File: config.mk
export PLATFORM = sky130hd
export DESIGN_NAME = sp_ram_fifo_ctrl
export DESIGN_NICKNAME = d
export VERILOG_FILES = /design/src/rtl/sp_fifo_pkg.sv /design/src/rtl/sp_ram_fifo_ctrl.sv
export SDC_FILE = /design/constraint.sdc
export NUM_CORES = 1
export LEC_CHECK = 0
export BUFFER_PORTS_ARGS = -buffer_cell sky130_fd_sc_hd__buf_2
export CELL_PAD_IN_SITES_DETAIL_PLACEMENT = 1
export CELL_PAD_IN_SITES_GLOBAL_PLACEMENT = 2
export CORE_UTILIZATION = 33
export CTS_CLUSTER_DIAMETER = 30
export DETAILED_ROUTE_END_ITERATION = 10
export PLACE_DENSITY_LB_ADDON = 0.1
export REMOVE_ABC_BUFFERS = 1
export SLEW_MARGIN = 25
export SYNTH_ARGS = -nofsm -noshare
export SYNTH_HDL_FRONTEND = slang
export SYNTH_SLANG_ARGS = --single-unit
File: constraint.sdc
create_clock -name clk -period 3.95 [get_ports clk]
set_clock_uncertainty 0.2 [all_clocks]
set_input_delay 0.1975 -clock clk [delete_from_list [all_inputs] [get_ports clk]]
set_output_delay 0.1975 -clock clk [all_outputs]
set_load 0.05 [all_outputs]
File: src/rtl/sp_fifo_pkg.sv
// Shared defaults and RAM port command encoding for the single-port RAM byte FIFO.
package sp_fifo_pkg;

  localparam int unsigned AW_DEF = 8;
  localparam int unsigned DW_DEF = 8;

  // Command presented to the single RAM port in a given cycle.
  typedef enum logic [1:0] {
    MEM_IDLE = 2'd0,
    MEM_WR   = 2'd1,
    MEM_RD   = 2'd2
  } mem_cmd_e;

  // Number of RAM entries for a given address width.
  function automatic int unsigned depth(input int unsigned aw);
    return 32'd1 << aw;
  endfunction

endpackage

File: src/rtl/sp_ram_fifo_ctrl.sv
// Byte FIFO controller driving one single-port block RAM, with a one-entry
// prefetched output register on the pop side.
// Optional macro SPFIFO_BYPASS_EN: a push into a completely empty FIFO goes
// straight into the output register instead of through the RAM.
module sp_ram_fifo_ctrl
  import sp_fifo_pkg::*;
#(
  parameter int unsigned AW = AW_DEF,
  parameter int unsigned DW = DW_DEF
) (
  input  logic          clk,
  input  logic          reset_n,
  input  logic          in_valid,
  output logic          in_ready,
  input  logic [DW-1:0] in_data,
  output logic          out_valid,
  input  logic          out_ready,
  output logic [DW-1:0] out_data,
  output logic [AW+1:0] level,
  output logic          mem_ce,
  output logic          mem_oce,
  output logic          mem_reset,
  output logic          mem_wre,
  output logic [AW-1:0] mem_ad,
  output logic [DW-1:0] mem_din,
  input  logic [DW-1:0] mem_dout
);

  localparam int unsigned DEPTH = depth(AW);
  localparam int unsigned CW    = AW + 1;
  localparam int unsigned LW    = AW + 2;

  logic [AW-1:0] wr_ptr_q, wr_ptr_d;
  logic [AW-1:0] rd_ptr_q, rd_ptr_d;
  logic [CW-1:0] cnt_q, cnt_d;
  logic          rd_pend_q, rd_pend_d;
  logic          out_valid_q, out_valid_d;
  logic [DW-1:0] out_data_q, out_data_d;

  logic     full_c;
  logic     rd_go_c;
  logic     in_ready_c;
  logic     push_c;
  logic     pop_c;
  logic     byp_c;
  logic     wr_go_c;
  mem_cmd_e cmd_c;

  // Port arbitration: a refill read always takes the RAM ahead of a write.
  always_comb begin
    full_c     = (cnt_q == CW'(DEPTH));
    rd_go_c    = (cnt_q != '0) && !rd_pend_q && (!out_valid_q || out_ready);
    in_ready_c = reset_n && !full_c && !rd_go_c;
    push_c     = in_valid && in_ready_c;
    pop_c      = out_valid_q && out_ready;
`ifdef SPFIFO_BYPASS_EN
    byp_c      = push_c && (cnt_q == '0) && !rd_pend_q && (!out_valid_q || out_ready);
`else
    byp_c      = 1'b0;
`endif
    wr_go_c    = push_c && !byp_c;
    if (rd_go_c) begin
      cmd_c = MEM_RD;
    end else if (wr_go_c) begin
      cmd_c = MEM_WR;
    end else begin
      cmd_c = MEM_IDLE;
    end
  end

  // RAM port mux; address and data are parked at zero when the port is idle.
  always_comb begin
    mem_ce  = 1'b0;
    mem_wre = 1'b0;
    mem_ad  = '0;
    mem_din = '0;
    case (cmd_c)
      MEM_RD: begin
        mem_ce = 1'b1;
        mem_ad = rd_ptr_q;
      end
      MEM_WR: begin
        mem_ce  = 1'b1;
        mem_wre = 1'b1;
        mem_ad  = wr_ptr_q;
        mem_din = in_data;
      end
      default: ;
    endcase
  end

  // Next-state for pointers, count and the output register.
  always_comb begin
    wr_ptr_d    = wr_ptr_q;
    rd_ptr_d    = rd_ptr_q;
    cnt_d       = cnt_q;
    rd_pend_d   = rd_go_c;
    out_valid_d = out_valid_q;
    out_data_d  = out_data_q;
    if (wr_go_c) begin
      wr_ptr_d = wr_ptr_q + AW'(1);
      cnt_d    = cnt_q + CW'(1);
    end
    if (rd_go_c) begin
      rd_ptr_d = rd_ptr_q + AW'(1);
      cnt_d    = cnt_q - CW'(1);
    end
    // A landing read only happens while the output register is empty.
    if (rd_pend_q) begin
      out_data_d  = mem_dout;
      out_valid_d = 1'b1;
    end else if (byp_c) begin
      out_data_d  = in_data;
      out_valid_d = 1'b1;
    end else if (pop_c) begin
      out_valid_d = 1'b0;
    end
  end

  // State registers.
  always_ff @(posedge clk or negedge reset_n) begin
    if (!reset_n) begin
      wr_ptr_q    <= '0;
      rd_ptr_q    <= '0;
      cnt_q       <= '0;
      rd_pend_q   <= 1'b0;
      out_valid_q <= 1'b0;
      out_data_q  <= '0;
    end else begin
      wr_ptr_q    <= wr_ptr_d;
      rd_ptr_q    <= rd_ptr_d;
      cnt_q       <= cnt_d;
      rd_pend_q   <= rd_pend_d;
      out_valid_q <= out_valid_d;
      out_data_q  <= out_data_d;
    end
  end

  assign in_ready  = in_ready_c;
  assign out_valid = out_valid_q;
  assign out_data  = out_data_q;
  assign level     = LW'(cnt_q) + LW'(rd_pend_q) + LW'(out_valid_q);
  assign mem_oce   = 1'b1;
  assign mem_reset = 1'b0;

endmodule
==> qor.yml, run 1 <==
required_ps: 3550
yosys_warnings: 0
grt_pass1_vias: 1695
fill_cells: 710
layout_min_cycle_time_ps: 3110
ys.flop_type: "dfrtp_1"
drt-total-wl_um: 5020
cts-resized-gates: 0
synth-seq-cells: 35
area_growth_pct: 24.8
status: "complete, but fails checks"
avgSynthCellArea_um2: 11.5
violations: "DRC"
cts_buffers: 5
synth_area_um2: 2210
io_pins: 60
cp.arrival_ps: 2710
root_buffer: "clkbuf_8"
synth_area_leaders: "dfrtp_1 (40%), xnor2_1 (8.7%), ha_1 (5.7%)"
setup_viol_count_final: 0
syn_inst: 193
grt_pass1_wl_um: 8530
startpoint_type: "register"
gp_congestion: 0.700
max_freq_ghz: 0.322
vias: 1689
whs_path_depth: 4
met3_usage_pct: 3.86
gr-usage-all-layers_pct: 15.4
drv_slew: 0
dieArea_um2: 7030
tightest_slew_ps: 798
io_buffers: 57
grt_setup_unrepaired: "no"
dp_hpwl_um: 3710
fin_crit_sh_pct: 78.7
num-nets-final: 293
layout-drive-gt1-share_pct: 37.0
grt_use_met2_pct: 23.6
tritoncts: "done"
die_w_um: 83.9
grt_overflow: 0
worstPathMaxFanout: 17
antenna_found_initial: 0
yosysTopAreaCell: "dfrtp_1"
netlist-cell-type-count: 42
end_kind: "output port"
die_h_um: 83.9
slew_headroom_pct: 46.7
route.detailed.drc: 12
clkSinkCount: 35
clk_latency_ps: 290
design.core.area_um2: 6420
cts-root-to-sink-buffers: 2
antenna_cells: 0
hold_viol: 0
grt_most_used_layer: "met2"
drt_iter0_drc: 56
synth_edf_count: 0
ys_seq_area_share_pct: 39.6
fin_setup_tns_ps: 0
synth_top_area_share_pct: 39.6
grt_max_degree: 38
antenna_left: 0
start_util_pct: 34.4
timing.max_cap.violations: 0
rows: 29
critical_path_class: "register to output port"
async_reset_ff_share_pct: 100
r2r_cells: 8
drt_pass1_iterations: 7
h-tree-depth: 2
grt_use_met1_pct: 21.4
min_path_type: "input pin to register"
viasPerCell: 4.98
wl_per_cell_um: 14.8
clkTransAtPathRegs_ps: 80
-- final cells by class --
| type | instances | area, µm² | share of cell area, % |
|---|---|---|---|
| clock inverter | 3 | 43.8 | 1.59 |
| timing repair buffer | 70 | 408 | 14.8 |
| sequential | 35 | 876 | 31.7 |
| multi-input combinational | 141 | 1240 | 44.8 |
| tap | 77 | 96.3 | 3.49 |
| clock buffer | 5 | 68.8 | 2.49 |
| inverter | 8 | 30.0 | 1.09 |
-- Yosys cell counts (2+ instances only) --
master,instances
xnor2_1,22
buf_6,3
nand2_4,2
and2_1,8
xnor2_2,2
o21bai_1,2
fa_1,2
nand2_1,8
nor3_1,2
nor2_1,2
a21o_1,3
nand4_1,8
dfrtp_1,35
nand3_1,4
a22o_1,8
conb_1,2
inv_1,8
a211oi_1,4
buf_2,3
mux2_2,10
and3_1,6
mux2_4,7
a21oi_1,4
xor2_1,5
nor2b_1,2
o21ai_0,5
ha_1,10
buf_4,2
-- critical path: stages, from the launching register on --
cell,delay [ps]
dfrtp_1,460
nor4_2,520
a311oi_4,250
buf_4,270
a21oi_2,110
a31o_1,490
inv_1,80
buf_2,230
-- flip-flops by register name (all words and copies together) (netlist names) --
name       count
wr_ptr_q       8
out_valid      1
out_data       8
cnt_q          9
rd_ptr_q       8
rd_pend_q      1
-- through the flow --
| step | instances | instance area [µm²] | util, % | setup slack, ps | hold slack, ps |
|---|---|---|---|---|---|
| final | 339 | 2760 | 43.0 | 841 | 236 |
| after global routing | 339 | 2760 | 43.0 | 612 | 304 |
| after CTS | 339 | 2760 | 43.0 | 762 | 250 |
| after detailed placement | 321 | 2550 | 39.7 | 946 | 128 |
| after global placement | 321 | 2550 | 39.7 | 967 | 139 |
| after floorplan | 184 | 2140 | - | 680 | -298 |
-- routing by layer --
metal | up-vias | wire length (µm)
met3 | 7 | 289
li1 | 811 | -
met1 | 815 | 2550
met4 | 0 | 61
met2 | 56 | 2120
met5 | - | 0
-- placed cells by master, fill, tap and decap left out, types with 2 or more instances in the layout --
master         netlist  layout
o21ai_0              5       5
nand4_1              8       8
mux2_2              10      10
nand3_1              4       4
xnor2_2              2       2
buf_2                3      57
dlygate4sd3_1        0      10
inv_1                8       8
o21bai_1             2       2
mux2_4               7       7
and3_1               6       6
and2_1               8       8
clkbuf_8             0       5
nor2_1               2       2
xor2_1               5       5
nor3_1               2       2
fa_1                 2       2
nand2_4              2       2
dfrtp_1             35      35
buf_4                2       3
xnor2_1             22      22
ha_1                10      10
nor2b_1              2       2
nand2_1              8       8
a211oi_1             4       4
a21oi_1              4       4
a22o_1               8       8
a21o_1               3       3
conb_1               2       2
-- cell families (layout without fill, tap and decap cells) --
logic type | Yosys count | count (layout) | share of synthesized area, %
AO/OA/AOI/OAI | 33 | 33 | 12.4
XOR/XNOR | 29 | 29 | 12.2
adder cells (fa/ha/maj) | 12 | 12 | 7.47
buffers and inverters | 17 | 86 | 4.41
flip-flops | 35 | 35 | 39.6
multiplexers | 18 | 18 | 10.3
other | 2 | 2 | 0.340
AND/OR/NAND/NOR | 47 | 47 | 13.3
-- worst paths after layout --
check	startpoint	end	slack, ps
worst max-delay path	cnt_q[1]	mem_ce	840
worst min-delay path	in_valid	wr_ptr_q[0]	240
worst max register to register	cnt_q[1]	cnt_q[8]	940
worst min register to register	rd_ptr_q[7]	rd_ptr_q[7]	280
max in group asynchronous	reset_n	wr_ptr_q[3]	2890
min in group asynchronous	reset_n	cnt_q[1]	320
-- what timing repair did --
| action | CTS | global route |
|---|---|---|
| hold buffers | 10 | 0 |
| hold endpoints to repair | 44 | 0 |
| endpoints found under the setup margin | 0 | 0 |
| setup buffers | 0 | 0 |
Power of run 1 is left out: the tool's default activity adds up to more than one toggle a clock period on the data nets, which glitch-free logic cannot reach.
==> run 2, diff against run 1 <==
==> constraint.sdc (replaced) <==
create_clock -name clk -period 2.97 [get_ports clk]
set_clock_uncertainty 0.2 [all_clocks]
set_input_delay 0.1485 -clock clk [delete_from_list [all_inputs] [get_ports clk]]
set_output_delay 0.1485 -clock clk [all_outputs]
set_load 0.05 [all_outputs]
==> run 2 against run 1 <==
  * The flow still finishes with violations (DRC)
  * Via count rose by 2.1%
  * Global-route usage about the same
  * First-iteration DRC count down 5.4%
  * Critical path depth up 3
  * Utilization is 1.7 points higher
  * Register-to-register slack got worse by 800 ps
==> qor.yml, run 2 (synthesis results as in run 1) <==
status: "complete, but fails checks"
violations: "DRC"
io_pins: 60  # unchanged
holdWs_ps: 58.4  # -178 ps
regToRegEndpoint: "cnt_q[7]"
cp_cell_sequence: "dlygate4sd3_1 > buf_2 > nor2b_1 > a311oi_4 > ha_1 > a211oi_1 > nor3_1 > a211oi_1 > xnor2_1 > mux2_4"
startpoint_type: "input pin"
cp.arrival_ps: 2800  # +90 ps
gp_congestion: 0.726  # +3.6%
final_area_um2: 2870  # +3.9%
clk_latency_ps: 290  # about the same
io_buffers: 57  # unchanged
setup_viol_count_final: 0  # unchanged
timing.max_cap.violations: 0  # unchanged
end_kind: "register"
r2r_cells: 8  # unchanged
placed_cells_incl_taps: 333  # +3.7%
antenna_cells: 0  # unchanged
vias: 1724  # +2.1%
start_util_pct: 34.4  # unchanged
layout_commonest_cell: "buf_2"
grt_setup_unrepaired: "no"
worstPathMaxFanout: 6  # -11
fin_crit_sh_pct: 95.2
cpPeakStageDelay_ps: 520  # about the same
wl_per_cell_um: 14.3  # -3.4%
fin_setup_tns_ps: 0  # unchanged
grt_pass1_wl_um: 8640  # +1.3%
num-nets-final: 306  # +4.4%
stdcell_count: 352  # +3.8%
antenna_left: 0  # unchanged
drv_slew: 0  # unchanged
design.core.area_um2: 6420  # unchanged
layout-drive-gt1-share_pct: 40.7  # +3.7 points
grt_pass1_vias: 1764  # +4.1%
cts-root-to-sink-buffers: 2  # unchanged
die_h_um: 83.9  # unchanged
antenna_found_initial: 0  # unchanged
grt_overflow: 0  # unchanged
critical_path_class: "input pin to register"
dieArea_um2: 7030  # unchanged
regMostFlops: "cnt_q"
placed_area_um2: 2640  # +3.5%
drt-total-wl_um: 5040  # +0.34%
drt_pass1_iterations: 7  # unchanged
area_growth_pct: 29.8
tightest_slew_ps: 572  # -225 ps
root_buffer: "clkbuf_8"
viasPerCell: 4.90  # -1.7%
layout_min_cycle_time_ps: 2830
grt_max_degree: 27  # -29%
drt_iter0_drc: 53  # -5.4%
slew_headroom_pct: 61.9  # +15 points
max_freq_ghz: 0.354
die_w_um: 83.9  # unchanged
cts_buffers: 5  # unchanged
crit_slowest_cell: "dlygate4sd3_1"
hold_viol: 0  # unchanged
rrSetupSlack_ps: 140  # -800 ps
largest_register_ffs: 9  # unchanged
clkTransAtPathRegs_ps: 70  # about the same
gr-usage-all-layers_pct: 15.4  # about the same
final_cell_mix: "buf_2 (57), dfrtp_1 (35), xnor2_1 (22)"
required_ps: 2940  # -610 ps
min_path_type: "input pin to asynchronous set/reset pin"
tritoncts: "done"
cp_common_cell: "a211oi_1"
r2r_start: "out_valid"
h-tree-depth: 2  # unchanged
rows: 29  # unchanged
route.detailed.drc: 13  # +1
clkSinkCount: 35  # unchanged
dp_hpwl_um: 3920  # +5.9%
-- run 2: how the worst max path moves through the flow --
stage	startpoint	to	slack, ps
2_1_floorplan	out_valid	cnt_q[7]	-300
3_3_place_gp	cnt_q[7]	cnt_q[8]	150
3_5_place_dp	cnt_q[1]	cnt_q[7]	130
4_1_cts	cnt_q[7]	cnt_q[8]	70
5_1_grt	out_valid	cnt_q[7]	20
6_report	out_ready	cnt_q[7]	140
-- run 2: cell type report --
class,count,area (µm²)
Timing Repair Buffer,83,509
Clock buffer,5,68.8
Inverter,8,30.0
Tap cell,77,96.3
Clock inverter,3,43.8
Sequential cell,35,876
Fill cell,729,3550
Multi-Input combinational cell,141,1240
-- run 2: per-layer routing --
metal  vias to the layer above  routed length [µm]  share of wire, %  track usage [%]
met1                       821                2550                51             22.1
met2                        57                2150                43             23.6
li1                        839                   -                 -                -
met3                         7                 265               5.3             3.17
met4                         0                  65               1.3             4.23
met5                         -                   0                 0                0
-- run 2: worst max-delay path, delay by kind of cell --
family / cells / cell delay [ps]
compound gates: 3 / 1140
xor+xnor: 1 / 100
fa+ha+maj: 1 / 330
buf+inv: 2 / 630
mux: 1 / 270
simple gates: 2 / 190
-- run 2: repair_timing --
item / CTS / global route
hold buffers: 10 / 0
buffers inserted: 0 / 1
endpoints found under the hold margin: 44 / 0
resized for setup: 0 / 4
setup endpoints to repair: 0 / 4
-- run 2: stage by stage --
| step | setup WS (ps) | util, % |
|---|---|---|
| final | 141 | 44.7 |
| after floorplan | -300 | - |
| after global placement | 146 | 41.1 |
| after global routing | 15.6 | 44.7 |
| after CTS | 68.1 | 44.4 |
| after detailed placement | 125 | 41.1 |
Power of run 2 is left out for the same reason.
==> run 3, diff against run 2 <==
--- a/config.mk
+++ b/config.mk
@@ -8,6 +8,7 @@
 export BUFFER_PORTS_ARGS = -buffer_cell sky130_fd_sc_hd__buf_2
 export CELL_PAD_IN_SITES_DETAIL_PLACEMENT = 1
 export CELL_PAD_IN_SITES_GLOBAL_PLACEMENT = 2
+export CORE_MARGIN = 3
 export CORE_UTILIZATION = 33
 export CTS_CLUSTER_DIAMETER = 30
 export DETAILED_ROUTE_END_ITERATION = 10
==> constraint.sdc (replaced) <==
create_clock -name clk -period 3.1 [get_ports clk]
set_clock_uncertainty 0.2 [all_clocks]
set_input_delay 0.155 -clock clk [delete_from_list [all_inputs] [get_ports clk]]
set_output_delay 0.155 -clock clk [all_outputs]
set_load 0.05 [all_outputs]
==> run 3 against run 2 <==
  * Hold slack better by 220 ps
  * Highest routed layer unchanged
  * Critical path depth down 1
  * Die area increased by 9.8%
  * Register-to-register slack gained 90 ps
  * Via count fell by 0.93%
  * Utilization fell by 0.31 points
  * First-iteration DRC count fell by 47%
  * The flow now finishes without violations
==> qor.yml, run 3 (synthesis results as in run 1) <==
root_buffer: "clkbuf_8"
clkSinkCount: 35  # unchanged
cts_buffers: 5  # unchanged
startpoint_type: "register"
drv_slew: 0  # unchanged
post-place-ws_ps: 133  # +7.54 ps
vias: 1708  # -0.93%
antenna_left: 0  # unchanged
regMostFlops: "cnt_q"
tightest_slew_ps: 500  # -72.1 ps
clk_latency_ps: 290  # about the same
max_freq_ghz: 0.349
cp_common_cell: "a211oi_1"
grt_max_degree: 38  # +41%
fin_crit_sh_pct: 92.4
clkTransAtPathRegs_ps: 70  # about the same
gp_congestion: 0.748  # +3.2%
grt_setup_unrepaired: "no"
cts-root-to-sink-buffers: 2  # unchanged
area_growth_pct: 28.9
required_ps: 3070  # +130 ps
drt_iter0_drc: 28  # -47%
end_kind: "register"
crit_slowest_cell: "a311oi_4"
viasPerCell: 4.88  # -0.36%
grt_pass1_wl_um: 8700  # +0.72%
die_h_um: 87.9  # +4.8%
status: "complete, no violations"
cp.depth: 9  # -1
cp_num_buf_inv: 1  # -1
setup_viol_count_final: 0  # unchanged
h-tree-depth: 2  # unchanged
route.detailed.drc: 0  # -13
grt_overflow: 0  # unchanged
die_w_um: 87.9  # +4.8%
layout_min_cycle_time_ps: 2870
setup_ws_ps: 235  # +93.2 ps
regToRegEndpoint: "cnt_q[7]"
dieArea_um2: 7720  # +9.8%
drt-total-wl_um: 5260  # +4.4%
timing.max_cap.violations: 0  # unchanged
worstPathMaxFanout: 8  # +2
cp.arrival_ps: 2840  # +40 ps
final_cell_mix: "buf_2 (57), dfrtp_1 (34), xnor2_1 (22)"
wl_per_cell_um: 15.0  # +5.0%
dp_hpwl_um: 3990  # +1.6%
num-nets-final: 304  # -0.65%
tritoncts: "done"
start_util_pct: 34.4  # unchanged
largest_register_ffs: 9  # unchanged
cp_cell_sequence: "nor4_2 > buf_4 > a311oi_4 > ha_1 > a211oi_1 > nor3_1 > a211oi_1 > xnor2_1 > mux2_4"
grt_pass1_vias: 1766  # +0.11%
io_buffers: 57  # unchanged
drt_pass1_iterations: 4  # -3
hold_viol: 0  # unchanged
critical_path_class: "register to register"
design.core.area_um2: 6420  # unchanged
cts_post_setup_buffers_inserted: 0  # unchanged
gr-usage-all-layers_pct: 14.6  # -0.80 points
fill_cells: 730  # +0.14%
min_path_type: "input pin to asynchronous set/reset pin"
r2r_cells: 9  # +1
io_pins: 60  # unchanged
antenna_found_initial: 0  # unchanged
slew_headroom_pct: 66.7  # +4.8 points
layout_commonest_cell: "buf_2"
rrSetupSlack_ps: 230  # +90 ps
cpPeakStageDelay_ps: 510  # about the same
rows: 29  # unchanged
r2r_start: "cnt_q[0]"
layout-drive-gt1-share_pct: 40.3  # -0.43 points
cpLargestDelayFamily: "compound AO/OA/AOI/OAI gates"
antenna_cells: 0  # unchanged
-- run 3: changes by cell type in the layout (fill, tap and decap cells not counted) --
cell / change
fa_2: -1
o21ai_0: +1
o21ai_1: -1
dfrtp_2: +1
buf_6: -1
fa_1: +1
buf_4: -1
dfrtp_1: -1
-- run 3: per-layer routing --
layer  routed length [µm]  track usage [%]
met5                    0                0
met4                   50             5.02
met3                  321             3.57
met2                 2370             23.0
met1                 2510             19.7
-- run 3: area by class of cell --
| type | count | area, µm² | share of cell area [%] |
|---|---|---|---|
| timing repair buffer | 81 | 490 | 17.2 |
| clock inverter | 3 | 43.8 | 1.54 |
| tap | 77 | 96.3 | 3.38 |
| clock buffer | 5 | 68.8 | 2.42 |
| inverter | 8 | 30.0 | 1.05 |
| multi-input combinational | 141 | 1240 | 43.6 |
| sequential | 35 | 877 | 30.8 |
-- run 3: metrics by stage --
stage | setup TNS (ps) | instance area, µm² | util (%) | cells | hold slack (ps)
final | 0 | 2850 | 44.4 | 350 | 278
after global routing | 0 | 2850 | 44.4 | 350 | 305
after CTS | 0 | 2840 | 44.3 | 350 | 277
after detailed placement | 0 | 2630 | 41.0 | 332 | 86.0
after global placement | 0 | 2630 | 41.0 | 332 | 83.4
after floorplan | -376 | 2140 | - | 184 | -341
-- run 3: worst max-delay path by stage --
stage                   start       end  slack [ps]
floorplan           out_valid  cnt_q[7]        -170
global placement     cnt_q[7]  cnt_q[8]         230
detailed placement   cnt_q[7]  cnt_q[8]         130
CTS                  cnt_q[7]  cnt_q[8]         100
global route         cnt_q[0]  cnt_q[7]         0.6
finish               cnt_q[0]  cnt_q[7]         230
-- run 3: timing repair --
| item | 4_1_cts | 5_1_grt |
|---|---|---|
| endpoints found under the hold margin | 44 | 0 |
| hold buffers | 10 | 0 |
| setup endpoints to repair | 0 | 3 |
| resized for setup | 0 | 2 |
-- run 3: worst register-to-register path: stages (launching register included) --
cell      delay [ps]
dfrtp_1          370
nor4_2            60
buf_4            150
a311oi_4         510
ha_1             340
a211oi_1         340
nor3_1           100
a211oi_1         300
xnor2_1          100
mux2_4           270
Power of run 3 is left out for the same reason.
